==> config.mk <==
export PLATFORM = sky130hd
export DESIGN_NAME = jesd_sample_packer
export DESIGN_NICKNAME = d
export VERILOG_FILES = /design/src/rtl/jesd_pkg.sv /design/src/rtl/jesd_fwft_fifo.sv /design/src/rtl/jesd_sample_packer.sv
export SDC_FILE = /design/constraint.sdc
export NUM_CORES = 1
export LEC_CHECK = 0
export ABC_CLOCK_PERIOD_IN_PS = 13800
export CAP_MARGIN = 5
export CORE_MARGIN = 2
export CORE_UTILIZATION = 40
export DETAILED_ROUTE_END_ITERATION = 8
export PLACE_DENSITY_LB_ADDON = 0.2
export SETUP_SLACK_MARGIN = 0.15
export SYNTH_ARGS = -nofsm -noshare
export SYNTH_HDL_FRONTEND = slang
export SYNTH_SLANG_ARGS = --single-unit
==> constraint.sdc <==
create_clock -name aclk -period 13.8 [get_ports aclk]
set_input_delay 2.76 -clock aclk [delete_from_list [all_inputs] [get_ports aclk]]
set_output_delay 2.76 -clock aclk [all_outputs]
set_load 0.005 [all_outputs]
==> src/rtl/jesd_pkg.sv <==
`default_nettype none
// ============================================================================
// Package     : jesd_pkg
// Description : Shared helpers for the JESD sample packer: a clog2 helper,
//               the per-sample byte-swap function and the packing order.
// Revision    : 1.0 - initial release
// ============================================================================
package jesd_pkg;

  // Widest beat the swap helper handles; callers zero-extend into it.
  localparam int MAX_BEAT_W = 512;

  // 1: the first beat of a word lands at the least significant slot.
  localparam bit PACK_LSB_FIRST = 1'b1;

  // Ceiling log2 for elaboration-time sizing (value 1 yields 0).
  function automatic int clog2(input int value);
    int r;
    r = 0;
    for (int i = 0; i < 31; i++) begin
      if ((1 << i) < value) r = i + 1;
    end
    return r;
  endfunction

  // Reverse the byte order inside every sample_w-bit sample of the beat.
  function automatic logic [MAX_BEAT_W-1:0] swap_samples(
    input logic [MAX_BEAT_W-1:0] data,
    input int                    sample_w
  );
    logic [MAX_BEAT_W-1:0] r;
    int nb;
    int s;
    int b;
    r  = data;
    nb = sample_w / 8;
    for (int i = 0; i < MAX_BEAT_W / 8; i++) begin
      s = i / nb;
      b = i % nb;
      if ((s + 1) * nb <= MAX_BEAT_W / 8) begin
        r[i*8 +: 8] = data[(s*nb + nb - 1 - b)*8 +: 8];
      end
    end
    return r;
  endfunction

endpackage
`default_nettype wire

==> src/rtl/jesd_fwft_fifo.sv <==
`default_nettype none
// ============================================================================
// Module      : jesd_fwft_fifo
// Description : First-word-fall-through FIFO with registered storage. The
//               head word is visible whenever the FIFO is non-empty. A push
//               while full is accepted only when a pop happens the same cycle.
// Revision    : 1.0 - initial release
// ============================================================================
module jesd_fwft_fifo
  import jesd_pkg::*;
#(
  parameter int WIDTH = 128,
  parameter int DEPTH = 8
) (
  input  logic                    clk,
  input  logic                    rst,
  input  logic                    i_push,
  input  logic [WIDTH-1:0]        i_data,
  input  logic                    i_pop,
  output logic [WIDTH-1:0]        o_data,
  output logic                    o_full,
  output logic                    o_empty,
  output logic [clog2(DEPTH):0]   o_level
);

  localparam int AW = clog2(DEPTH);

  logic [WIDTH-1:0] r_mem [DEPTH];
  logic [AW:0]      r_wr_ptr;
  logic [AW:0]      r_rd_ptr;
  logic             w_empty;
  logic             w_full;
  logic             w_do_pop;
  logic             w_do_push;

  // Full/empty from pointers carrying one extra wrap bit.
  always_comb begin
    w_empty   = (r_wr_ptr == r_rd_ptr);
    w_full    = (r_wr_ptr[AW] != r_rd_ptr[AW]) &&
                (r_wr_ptr[AW-1:0] == r_rd_ptr[AW-1:0]);
    w_do_pop  = i_pop && !w_empty;
    w_do_push = i_push && (!w_full || w_do_pop);
  end

  // Storage write; when full with a pop, the slot being freed is reused.
  always_ff @(posedge clk) begin
    if (w_do_push) r_mem[r_wr_ptr[AW-1:0]] <= i_data;
  end

  // Pointer update.
  always_ff @(posedge clk) begin
    if (rst) begin
      r_wr_ptr <= '0;
      r_rd_ptr <= '0;
    end else begin
      if (w_do_push) r_wr_ptr <= r_wr_ptr + 1'b1;
      if (w_do_pop)  r_rd_ptr <= r_rd_ptr + 1'b1;
    end
  end

  // Head word is forced to zero while empty so stale storage never shows.
  assign o_data  = w_empty ? '0 : r_mem[r_rd_ptr[AW-1:0]];
  assign o_full  = w_full;
  assign o_empty = w_empty;
  assign o_level = r_wr_ptr - r_rd_ptr;

endmodule
`default_nettype wire

==> src/rtl/jesd_sample_packer.sv <==
`default_nettype none
// ============================================================================
// Module      : jesd_sample_packer
// Description : Byte-swaps JESD sample beats, packs RATIO beats into one wide
//               word (first beat at LSB) and buffers words in a FWFT FIFO with
//               backpressure, overflow detection and on-demand realignment.
// Revision    : 1.0 - initial release
// ============================================================================
module jesd_sample_packer
  import jesd_pkg::*;
#(
  parameter int IN_W       = 32,
  parameter int SAMPLE_W   = 16,
  parameter bit SWAP_EN    = 1'b1,
  parameter int RATIO      = 4,
  parameter int FIFO_DEPTH = 8,
  parameter int CNT_W      = 16
) (
  input  logic                        aclk,
  input  logic                        areset,
  input  logic [IN_W-1:0]             s_axis_tdata,
  input  logic                        s_axis_tvalid,
  input  logic                        sync_restart,
  output logic [IN_W*RATIO-1:0]       m_axis_tdata,
  output logic                        m_axis_tvalid,
  input  logic                        m_axis_tready,
  input  logic                        ovf_clear,
  output logic                        overflow,
  output logic [CNT_W-1:0]            drop_count,
  output logic [clog2(FIFO_DEPTH):0]  fill_level
);

  localparam int WORD_W = IN_W * RATIO;
  localparam int KW     = clog2(RATIO);

  logic [IN_W-1:0]   w_beat;
  logic [KW-1:0]     r_k;
  logic [KW-1:0]     w_k_eff;
  logic [KW-1:0]     w_slot;
  logic [WORD_W-1:0] r_word;
  logic [WORD_W-1:0] w_word;
  logic              w_last;
  logic              r_push;
  logic [WORD_W-1:0] r_push_data;
  logic              w_full;
  logic              w_empty;
  logic              w_pop;
  logic              w_drop;
  logic              r_overflow;
  logic [CNT_W-1:0]  r_drop_count;

  generate
    if (SWAP_EN) begin : g_swap
      // Reverse bytes inside each sample of the incoming beat.
      always_comb begin
        w_beat = IN_W'(swap_samples(MAX_BEAT_W'(s_axis_tdata), SAMPLE_W));
      end
    end else begin : g_pass
      // Beat passes through untouched.
      always_comb begin
        w_beat = s_axis_tdata;
      end
    end
  endgenerate

  // Merge the current beat into the partial word; a restart drops the partial.
  always_comb begin
    w_k_eff = sync_restart ? '0 : r_k;
    w_slot  = PACK_LSB_FIRST ? w_k_eff : (KW'(RATIO - 1) - w_k_eff);
    w_word  = sync_restart ? '0 : r_word;
    w_word[w_slot*IN_W +: IN_W] = w_beat;
    w_last  = s_axis_tvalid && (w_k_eff == KW'(RATIO - 1));
  end

  // Beat counter, partial word and registered push of each completed word.
  always_ff @(posedge aclk) begin
    if (areset) begin
      r_k         <= '0;
      r_word      <= '0;
      r_push      <= 1'b0;
      r_push_data <= '0;
    end else begin
      r_push <= w_last;
      if (w_last) r_push_data <= w_word;
      if (s_axis_tvalid) begin
        r_word <= w_last ? '0 : w_word;
        r_k    <= w_last ? '0 : (w_k_eff + KW'(1));
      end else if (sync_restart) begin
        r_word <= '0;
        r_k    <= '0;
      end
    end
  end

  // A completed word is lost only when the FIFO is full and nothing leaves.
  always_comb begin
    w_pop  = !w_empty && m_axis_tready;
    w_drop = r_push && w_full && !w_pop;
  end

  // Sticky overflow and saturating drop counter; a same-cycle drop wins over clear.
  always_ff @(posedge aclk) begin
    if (areset) begin
      r_overflow   <= 1'b0;
      r_drop_count <= '0;
    end else if (ovf_clear) begin
      r_overflow   <= w_drop;
      r_drop_count <= w_drop ? CNT_W'(1) : '0;
    end else if (w_drop) begin
      r_overflow <= 1'b1;
      if (r_drop_count != '1) r_drop_count <= r_drop_count + CNT_W'(1);
    end
  end

  jesd_fwft_fifo #(
    .WIDTH (WORD_W),
    .DEPTH (FIFO_DEPTH)
  ) u_fifo (
    .clk     (aclk),
    .rst     (areset),
    .i_push  (r_push && !w_drop),
    .i_data  (r_push_data),
    .i_pop   (w_pop),
    .o_data  (m_axis_tdata),
    .o_full  (w_full),
    .o_empty (w_empty),
    .o_level (fill_level)
  );

  assign m_axis_tvalid = !w_empty;
  assign overflow      = r_overflow;
  assign drop_count    = r_drop_count;

endmodule
`default_nettype wire

==> summary.txt <==
Logic synthesis
  – Simple-gate portion of the synthesized area: 0.0411
  – Post-Synth XOR/XNOR Area: 0.00251
  – Synth Area in Adders: 0.00326
  – Yosys warns: 0
  – Main synth FF type: edfxtp_1
  – Mapped Cells: 2716
  – Total nets after synthesis: 2766
  – Async S/R FF share, synth: 0
  – Area of the mapped netlist: 0.0483 sq mm
  – Sequential element share of the synthesized area: 0.742
  – Post-Syn Area per Cell: 17.8 sq um
  – Synthesis-stage register bit count: 1279
  – Largest family of logic cells by synthesized area: multiplexers
  – Mux cell area share after synthesis: 0.146
  – Post-synth EDFFs: 1024
  – Synth Area in Compound Gates: 0.0488
  – Distinct cells, synth: 49

Drt
  – Routed len/inst: 26.2 um
  – Drt drc: 0
  – Routed wire length: 121 mm
  – Via count: 25800
  – 1st-pass router iterations: 5
  – Post-detailed-route count of antenna-violating nets: 0
  – Initial DRC Count: 2402
  – Drt via density: 5.57

Pwr
  – Clk network pwr share: 0.462
  – Max VDD drop: 0.129 mV
  – Internal power: 6.25 mW
  – Sequential Power Share: 0.525
  – Power per Cell Area: 139 mW/mm^2
  – Leak pwr: 16.1 nW
  – Sw Share: 0.202
  – Comb pwr share: 0.014
  – P_sw: 1.59 mW

Critical path
  – Max stage delay cell, worst path: buf_4
  – Path depth of the worst reg2reg path: 7
  – Crit Path Category: reg2out
  – Crit path largest cell delay: 0.90 ns
  – CP Depth: 6
  – CP cell instances: buf_4 > buf_4 > mux4_2 > mux2i_1 > nor2_1 > clkdlybuf4s50_1
  – Worst-path fanout max: 48
  – Bufs and invs on worst path: 3
  – Critical Path AT: 4.91 ns
  – CP most frequent cell: buf_4
  – CP delay by family, top: buffers and inverters
  – CP Capture Type: output port
  – Startpoint types: register
  – Req. time, crit path: 11.04 ns

Global routing
  – GRT overflow: 0
  – First-pass GRT wire length: 177 mm
  – Number of global-route vias before repair: 26800
  – Global Route Usage Sum: 0.196
  – Largest net degree at the start of global routing: 104
  – Initial antenna violation count: 4

Cells and area
  – Final #Nets: 2957
  – Layout overhead on the synthesized area: 16.9%
  – Layout cells sized above 1: 0.176
  – Final Util: 0.471

STA
  – Worst slew pin tran: 1.19 ns
  – Final hold vios: 0
  – Skew final: 0.0240 ns
  – RSZ-0062 raised after global routing: no
  – Period utilization: 0.556
  – Setup tns final: 0 ns
  – Final setup violation count: 0
  – Shortest period the worst path allows: 7.67 ns
  – Pins Over Slew Limit: 0
  – Relative slew slack: 0.205
  – Fmax: 130 MHz

Clock network
  – Setup Fix Bufs, Post-CTS: 0
  – Clk sinks: 1279
  – CTS Buffer Depth: 3
  – Clk_lat worst skew: 0.73 ns
  – Clock root cell: clkbuf_16
  – H-tree depth: 4
  – CTS tree: done
  – Clock slew at reported path FFs: 0.06 ns
  – CTS Buf Count: 136
  – Post-cts sizing count: 0
  – Hold_buf cts: 0

Floorplanning
  – Die footprint: 0.124 sq mm
  – Row count: 127
  – I/O pins: 188
  – Die width: 352 um
  – Starting Density: 0.403
  – Floorplan core area: 0.120 sq mm
  – Chip height: 352 um

Outcome
  – Status: finished clean

Place
  – RD Place Congestion: 0.758
  – Port buffer count: 187
  – Dpl hpwl: 67.1 mm

Run
  – Max Cap Violations: 0

Hold path
  – Min-delay worst type: reg2reg
  – Worst hold stages: 2
## path summary, 6_finish.rpt
| path | start | endpoint | slack (ns) |
|---|---|---|---|
| worst max register to register | u_fifo.r_wr_ptr[2]$_SDFFE_PP0P_ | u_fifo.r_mem[0][101]$_DFFE_PP_ | 10.02 |
| worst min register to register | r_word[7]$_SDFF_PP0_ | r_word[7]$_SDFF_PP0_ | 0.48 |
| worst min-delay path | r_word[7]$_SDFF_PP0_ | r_word[7]$_SDFF_PP0_ | 0.48 |
| worst max-delay path | register | m_axis_tdata[54] | 6.13 |
## cells in the final DEF, fill, tap and decap left out, drive strengths merged, types with 7 or more instances in the layout
cell type,n
a2bb2oi,32
mux2i,130
a22oi,32
o21ai,110
a22o,32
nand4,7
nor2,311
a21oi,80
bufinv,10
a32oi,64
nand3,11
dfxtp,255
ha,11
clkdlybuf4s50,186
clkinv,48
xnor2,7
inv,24
clkbuf,179
nand2,110
buf,46
mux4,256
edfxtp,1024
## worst reg2reg max path: stages, from the launching register on
cell and delay [ns]:
dfxtp_1 0.51, ha_1 0.35, nand3_1 0.20, o31a_2 0.22, nand2_1 0.24, nor3_2 0.19, buf_4 0.82, buf_4 0.80
## final cells by class
type | count | area [sq um]
Multi-Input combinational cell | 1244 | 11800
Clock inverter | 72 | 734
Antenna cell | 2 | 5.00
Tap cell | 1612 | 2020
Fill cell | 10000 | 63400
Clock buffer | 179 | 3740
Sequential cell | 1279 | 35900
Inverter | 14 | 52.6
Timing Repair Buffer | 232 | 2240
## power by group through the flow
| stage | clock network, mW | registers [mW] | logic (mW) |
|---|---|---|---|
| after global placement | 0 | 4.19 | 0.106 |
| after floorplan | 0 | 4.19 | 0.0531 |
| final | 3.62 | 4.11 | 0.108 |
| after detailed placement | 0 | 4.19 | 0.108 |
| after global routing | 3.84 | 4.11 | 0.114 |
| after CTS | 3.70 | 4.11 | 0.109 |
## cell usage after synthesis (all sizes together), types with 2 or more instances
| cell type | n | area [sq um] |
|---|---|---|
| mux4 | 256 | 5770 |
| a22o | 32 | 280 |
| and3 | 5 | 31.3 |
| clkbuf | 117 | 440 |
| nand3 | 11 | 55.1 |
| a31oi | 2 | 12.5 |
| nand4 | 7 | 43.8 |
| a22oi | 32 | 240 |
| nand2b | 5 | 31.3 |
| ha | 11 | 138 |
| nand2 | 110 | 413 |
| mux2i | 130 | 1300 |
| dfxtp | 255 | 5100 |
| or3 | 6 | 38.8 |
| xnor2 | 7 | 68.8 |
| inv | 14 | 52.6 |
| a21oi | 80 | 400 |
| nor3 | 6 | 30.0 |
| o21ai | 110 | 551 |
| nor2 | 311 | 1170 |
| xor2 | 6 | 52.6 |
| edfxtp | 1024 | 30700 |
| and4 | 3 | 28.8 |
| a2bb2oi | 32 | 280 |
| buf | 62 | 279 |
| or2 | 2 | 12.5 |
| and2 | 2 | 12.5 |
| a32oi | 64 | 561 |
| nor4 | 2 | 42.5 |
## sequential cells by signal, summed over array words and instances (netlist names), named ones only
register	count
drop_count	16
overflow	1
r_k	2
r_push	1
r_push_data	128
r_word	96
u_fifo.r_mem	1024
u_fifo.r_rd_ptr	4
u_fifo.r_wr_ptr	4
## layer usage
layer | track usage | wire length, um | share of wire | vias up
met4 | 0.0571 | 2730 | 0.023 | 0
met2 | 0.327 | 59900 | 0.49 | 822
met1 | 0.267 | 51400 | 0.42 | 13700
met3 | 0.0303 | 7270 | 0.060 | 164
met5 | 0 | 0 | 0 | -
li1 | - | - | - | 11100
## logic make-up (layout without fill, tap and decap cells)
family | Yosys count | count (layout)
flops | 1279 | 1279
xor+xnor | 13 | 13
simple gates | 477 | 477
mux | 386 | 386
other cells | 0 | 2
fa+ha+maj | 12 | 12
buf+inv | 193 | 497
compound gates | 356 | 356
## per-stage QoR
step	power [mW]	cell area, sq um	hold WS, ns	worst slack (ns)	cells
floorplan	4.25	48300	0.455	1.32	2716
global placement	4.30	52000	0.464	6.72	4381
detailed placement	4.30	52000	0.472	6.67	4381
CTS	7.92	56500	0.485	5.88	4632
global route	8.07	56500	0.507	5.71	4632
finish	7.84	56500	0.483	6.13	4634
(Power assumes the default switching activity.)
